[src/rtl/corefifo_wr_ptr_ctrl.sv]
// Write-side pointer/flag controller for CoreFIFO; flags and Gray pointer registered, 1 clk after write.
// Writes while full are dropped (memwe=0); optional sticky overflow under `COREFIFO_WR_OVERFLOW_EN.
module corefifo_wr_ptr_ctrl #(
  parameter int ADDRWIDTH    = 3,
  parameter int AFULL_THRESH = 6
) (
  input  logic                 clk,
  input  logic                 rstn,
  input  logic                 we,
  input  logic [ADDRWIDTH:0]   rptr_gray_sync,
  output logic                 memwe,
  output logic [ADDRWIDTH-1:0] waddr,
  output logic [ADDRWIDTH:0]   wptr_gray,
  output logic                 wfull,
  output logic                 wafull,
  output logic [ADDRWIDTH:0]   wcount,
  output logic                 overflow
);

  localparam int PW = ADDRWIDTH + 1;
  localparam logic [ADDRWIDTH:0] DEPTH_P  = {1'b1, {ADDRWIDTH{1'b0}}};
  localparam logic [ADDRWIDTH:0] THRESH_P = PW'(AFULL_THRESH);

  logic [ADDRWIDTH:0] wbin;
  logic [ADDRWIDTH:0] wbin_next;
  logic [ADDRWIDTH:0] rbin;
  logic [ADDRWIDTH:0] cnt_next;
  logic               acc;

  // Each binary bit is the XOR of all Gray bits at and above it.
  always_comb begin
    rbin = '0;
    for (int i = 0; i < PW; i++) begin
      rbin[i] = ^(rptr_gray_sync >> i);
    end
  end

  // Gated by rstn so the RAM never sees a write while the pointer is held in reset.
  assign memwe     = we & ~wfull & rstn;
  assign acc       = memwe;
  assign wbin_next = wbin + {{ADDRWIDTH{1'b0}}, acc};
  assign cnt_next  = wbin_next - rbin;
  assign waddr     = wbin[ADDRWIDTH-1:0];

  always_ff @(posedge clk) begin
    if (!rstn) begin
      wbin      <= '0;
      wptr_gray <= '0;
      wcount    <= '0;
      wfull     <= 1'b0;
      wafull    <= 1'b0;
    end else begin
      wbin      <= wbin_next;
      wptr_gray <= wbin_next ^ (wbin_next >> 1);
      wcount    <= cnt_next;
      wfull     <= (cnt_next == DEPTH_P);
      wafull    <= (cnt_next >= THRESH_P);
    end
  end

`ifdef COREFIFO_WR_OVERFLOW_EN
  logic ovf_q;

  always_ff @(posedge clk) begin
    if (!rstn) begin
      ovf_q <= 1'b0;
    end else if (we && wfull) begin
      ovf_q <= 1'b1;
    end
  end

  assign overflow = ovf_q;
`else
  assign overflow = 1'b0;
`endif

endmodule

[config.mk]
export PLATFORM = sky130hd
export DESIGN_NAME = corefifo_wr_ptr_ctrl
export DESIGN_NICKNAME = d
export VERILOG_FILES = /design/src/rtl/corefifo_wr_ptr_ctrl.sv
export SDC_FILE = /design/constraint.sdc
export NUM_CORES = 1
export LEC_CHECK = 0
export CAP_MARGIN = 20
export CELL_PAD_IN_SITES_DETAIL_PLACEMENT = 1
export CELL_PAD_IN_SITES_GLOBAL_PLACEMENT = 1
export CORE_ASPECT_RATIO = 1.25
export CORE_MARGIN = 2
export CORE_UTILIZATION = 33
export CTS_CLUSTER_SIZE = 25
export DETAILED_ROUTE_END_ITERATION = 8
export HOLD_SLACK_MARGIN = 0.15
export PLACE_DENSITY = 0.86
export SLEW_MARGIN = 30
export SYNTH_ARGS = -nofsm -noshare
export SYNTH_HDL_FRONTEND = slang
export SYNTH_SLANG_ARGS = --single-unit
[constraint.sdc]
create_clock -name clk -period 8.6 [get_ports clk]
set_input_delay 2.15 -clock clk [delete_from_list [all_inputs] [get_ports clk]]
set_output_delay 2.15 -clock clk [all_outputs]
set_load 0.03 [all_outputs]
# After elaboration in Yosys (flattened, before gate mapping)
# Index checks and enable logic that the tools add are counted.
# word_totals
regBits	14
inputBits	7
output_inout_bits	15
elab_cells	17
# classes
addsub	2
magnitude_cmp	1
n_eq_ne	1
n_bitwise	4
n_reduce_logical	4
# ops
operator	n
$reduce_xor 4->1	4
$add 4x1->4	1
$eq 4x4->1 const B	1
$ge 4x3->1 const B	1
$sub 4x4->4	1
$xor 4x3->4	1
$and 1x1->1	2
$not 1->1	1

# Depth between registers and ports, before layout
# depth
word_depth	6
ltp_mapped	10
mapped_depth_nobuf	10

# Least setup slack after synthesis
# OpenSTA, ideal clock, no wires.
# synth_timing
path_kind	input to output
startpoint	in rstn
endpoint	out memwe
arrival_ps	3157
slack_ps	3293
path_stages	2
path_cell_list	clkinv_1 nor3b_1
# synth_via
elab_chain_cells	1
# synth_rtl
element	line_no	source
start: declaration	8	input logic rstn,
$and 1x1->1	39	assign memwe = we & ~wfull & rstn;
end: declaration	11	output logic memwe,
# No other way between the ends.

# Final worst setup path
# Same ends and word-level chain as after synthesis.

==> summary.md <==
| Metric | Value |
|---|---|
| DRC marker count from the first detailed-route iteration | `1` |
| Family with the most delay on the worst path | `buffers and inverters` |
| YS warnings | `0` |
| Launching element of the worst setup path | `rstn` |
| Sequential share of the synthesized area | `0.433` |
| Hold buffer count at CTS | `0` |
| Leakage | `0.370 nW` |
| Antenna violations before repair | `0` |
| First-pass DRT Iterations | `3` |
| Worst-path cell with the longest stage delay | `sky130_fd_sc_hd__clkdlybuf4s50_1` |
| Detailed placer's ending HPWL | `about 930 um` |
| Buffers from clock root to sink, at most | `2` |
| Worst skew pair latency | `roughly 280 ps` |
| Cell area after technology mapping | `601 um2` |
| Overflow left after global routing | `0` |
| Setup repair after global routing missed its margin | `false` |
| Max stage delay on crit path | `720 ps` |
| Post-synth top flop | `sky130_fd_sc_hd__dfxtp_1` |
| H-tree depth | `1` |
| Number of primary I/O pins | `22` |
| Crit path buffers/inverters | `3` |
| Library cell with the highest instance count after synthesis | `sky130_fd_sc_hd__dfxtp_1` |
| Area of the die | `0.00218 mm2` |
| Proportion of synthesized flip-flops having asynchronous set or reset | `0` |
| Hold WC Path Type | `reg -> reg` |
| Inserted Clock Buffers | `3` |
| Worst hold stages | `2` |
| CP required | `6450 ps` |
| Final weighted congestion of routability-driven global placement | `0.771` |
| VDD IR-drop max | `approximately 0.086 mV` |
| PnR Total Power | `between 0.15 and 0.2 mW` |
| Overall global routing resource usage | `0.126` |
| Share of the clock period used by the worst path after layout | `0.715` |
| Number of unique standard cell types used by synthesis | `23` |
| DRC | `0` |
| Leading cell types by total area after synthesis | `sky130_fd_sc_hd__dfxtp_1 43%, sky130_fd_sc_hd__ha_1 10%, sky130_fd_sc_hd__xnor2_1 5.8%, sky130_fd_sc_hd__xor2_1 5.8%, sky130_fd_sc_hd__nor2_1 5.0%` |
| Power per cell area | `just under 200 mW/mm2` |
| Final period demand of the worst path | `6150 ps` |
| Result of the run | `finished, final reports clean` |
| Maximum frequency from static timing analysis | `163 MHz` |
| Most Frequent Cell on Critical Path | `sky130_fd_sc_hd__clkdlybuf4s50_1` |
| Final routed wire length divided by cell count | `11.0 um` |
| Crit path launch type | `input pin` |
| Global-route wire length before repair | `1.95 mm` |
| Area of the placeable core | `0.00174 mm2` |
| Number of vias after detailed routing | `~460` |
| Clock transition time at the flip-flop clock pins of the worst setup and hold paths | `70 ps` |
| MaxCap Viol Count | `0` |
| Syn Area/Cell | `10.4 um2` |
| Worst-case hold path end point | `wptr_gray[2]` |
| Synthesized Nets | `71` |
| Critical path type | `in -> out` |
| Syn-to-layout area delta | `40.4%` |
| Final wirelength | `1.10 mm` |
| Critical hold path startpoint | `wbin[2]` |
| Final-report setup violation count | `0` |
| Reg-to-reg critical path endpoint | `wafull` |
| Arrival time worst endpoint | `roughly 4000 ps` |
| Final Hold Viols | `0` |
| Top cells by count, synth | `13 x sky130_fd_sc_hd__dfxtp_1, 8 x sky130_fd_sc_hd__nor2_1, 5 x sky130_fd_sc_hd__ha_1` |
| Worst Setup End Kind | `output port` |
| Post-cts sizing count | `0` |
| Startpoint of the most critical register-to-register path | `wfull` |
| Via count of the first global-routing pass | `approximately 480` |
| Via density | `4.59` |
| Synthesized netlist cell count | `58` |
| Root Buffer | `sky130_fd_sc_hd__clkbuf_4` |
| Maximum number of pins on one net before global-route repair | `10` |
| Setup Skew | `a little under 4 ps` |
| Area taken by multi-input logic gates | `318 um2` |
| Antenna-violating nets left | `0` |
| CP Max Fanout | `9` |
| Cell type with the highest aggregate area in the netlist | `sky130_fd_sc_hd__dfxtp_1` |
| Clock Sink Count | `13` |
| Floorplan die height | `just over 50 um` |
| Cell depth of the worst flop-to-flop path | `9` |
| Postcts setup bufs | `0` |
| Initial core utilization | `0.344` |
| ANT cells | `0` |
| Buffers added on ports | `20` |
| Worst reg-to-reg setup slack | `6130 ps` |
| Number of nets in the layout | `95` |
| # fillers | `196` |
| Synthesis-stage register bit count | `13` |
| Cells along the critical path | `clkdlybuf4s50_1 > clkinv_1 > nor3b_1 > clkdlybuf4s50_1` |
| Share of final-layout standard cells stronger than drive strength 1 | `0.0864` |
| Yosys top cell area share | `0.433` |
| TritonCTS clock tree | `done` |
| Number of flops mapped to enable cells by yosys | `0` |
| Number of placement rows | `17` |
| Die width | `42.2 um` |
| Number of max-slew violations in the final report | `0` |
| Setup Total Neg Slack | `0 ps` |
| FF/Latch Area | `260 um2` |
registers in the layout (all words and copies together), names as in the netlist:
| register | cells |
|---|---|
| wbin | 4 |
| wcount | 4 |
| wafull | 1 |
| wptr_gray | 3 |
| wfull | 1 |
tightest hold or removal path, stage by stage, from the launching register on:
cell                      delay [ps]
sky130_fd_sc_hd__dfxtp_1         360
sky130_fd_sc_hd__a21oi_1         170
sky130_fd_sc_hd__nor3_1           60
report_power, final:
| part | switching (mW) | internal (mW) | leakage, nW | total (mW) |
|---|---|---|---|---|
| logic | 0.0333 | 0.0266 | 0.249 | 0.0599 |
| clock network | 0.0185 | 0.0180 | 0.0150 | 0.0365 |
| registers | 0.00206 | 0.0673 | 0.107 | 0.0694 |
| total | 0.0538 | 0.112 | 0.370 | 0.166 |
how the worst max path moves through the flow:
stage | endpoint | slack, ps | cells past startpoint
5_1_grt | memwe | 2250 | 4
2_1_floorplan | memwe | 3290 | 2
3_3_place_gp | memwe | 2480 | 4
6_report | memwe | 2450 | 4
3_5_place_dp | memwe | 2420 | 4
4_1_cts | memwe | 2420 | 4
layer usage:
layer	track usage	vias to the layer above	wire length [um]
met1	0.117	209	417
met3	0.0208	5	43
met2	0.237	16	588
met4	0.109	0	50
met5	0	-	0
li1	-	229	-
per-stage QoR:
| stage | utilization | hold slack, ps | worst slack (ps) | instance area, um2 | instances |
|---|---|---|---|---|---|
| 2_1_floorplan | - | 691 | 3290 | 601 | 58 |
| 3_3_place_gp | 0.468 | 597 | 2480 | 817 | 96 |
| 3_5_place_dp | 0.468 | 632 | 2420 | 817 | 96 |
| 4_1_cts | 0.484 | 642 | 2420 | 843 | 100 |
| 5_1_grt | 0.484 | 693 | 2250 | 843 | 100 |
| 6_report | 0.484 | 630 | 2450 | 843 | 100 |
cells by family after synthesis:
group / synth area share
compound gates: 0.0375
other cells: 0.00624
flops: 0.433
fa+ha+maj: 0.138
xor+xnor: 0.181
simple gates: 0.167
buf+inv: 0.0375
layout make-up:
type / instances / area share
clock buffers: 4 / 0.0312
inverters: 4 / 0.0178
multi-input cells: 40 / 0.377
flip-flops and latches: 13 / 0.309
well taps: 19 / 0.0282
repair buffers: 20 / 0.237
cells in the final DEF, fill, tap and decap left out, types with 2 or more instances in the layout:
| cell | n |
|---|---|
| sky130_fd_sc_hd__nor2_1 | 8 |
| sky130_fd_sc_hd__nand2_1 | 2 |
| sky130_fd_sc_hd__a21oi_1 | 2 |
| sky130_fd_sc_hd__ha_1 | 5 |
| sky130_fd_sc_hd__inv_1 | 3 |
| sky130_fd_sc_hd__clkbuf_4 | 3 |
| sky130_fd_sc_hd__and3_1 | 2 |
| sky130_fd_sc_hd__dfxtp_1 | 13 |
| sky130_fd_sc_hd__xnor2_1 | 4 |
| sky130_fd_sc_hd__clkdlybuf4s50_1 | 20 |
| sky130_fd_sc_hd__xor2_1 | 4 |
| sky130_fd_sc_hd__and2_1 | 2 |
(Power assumes the default switching activity.)
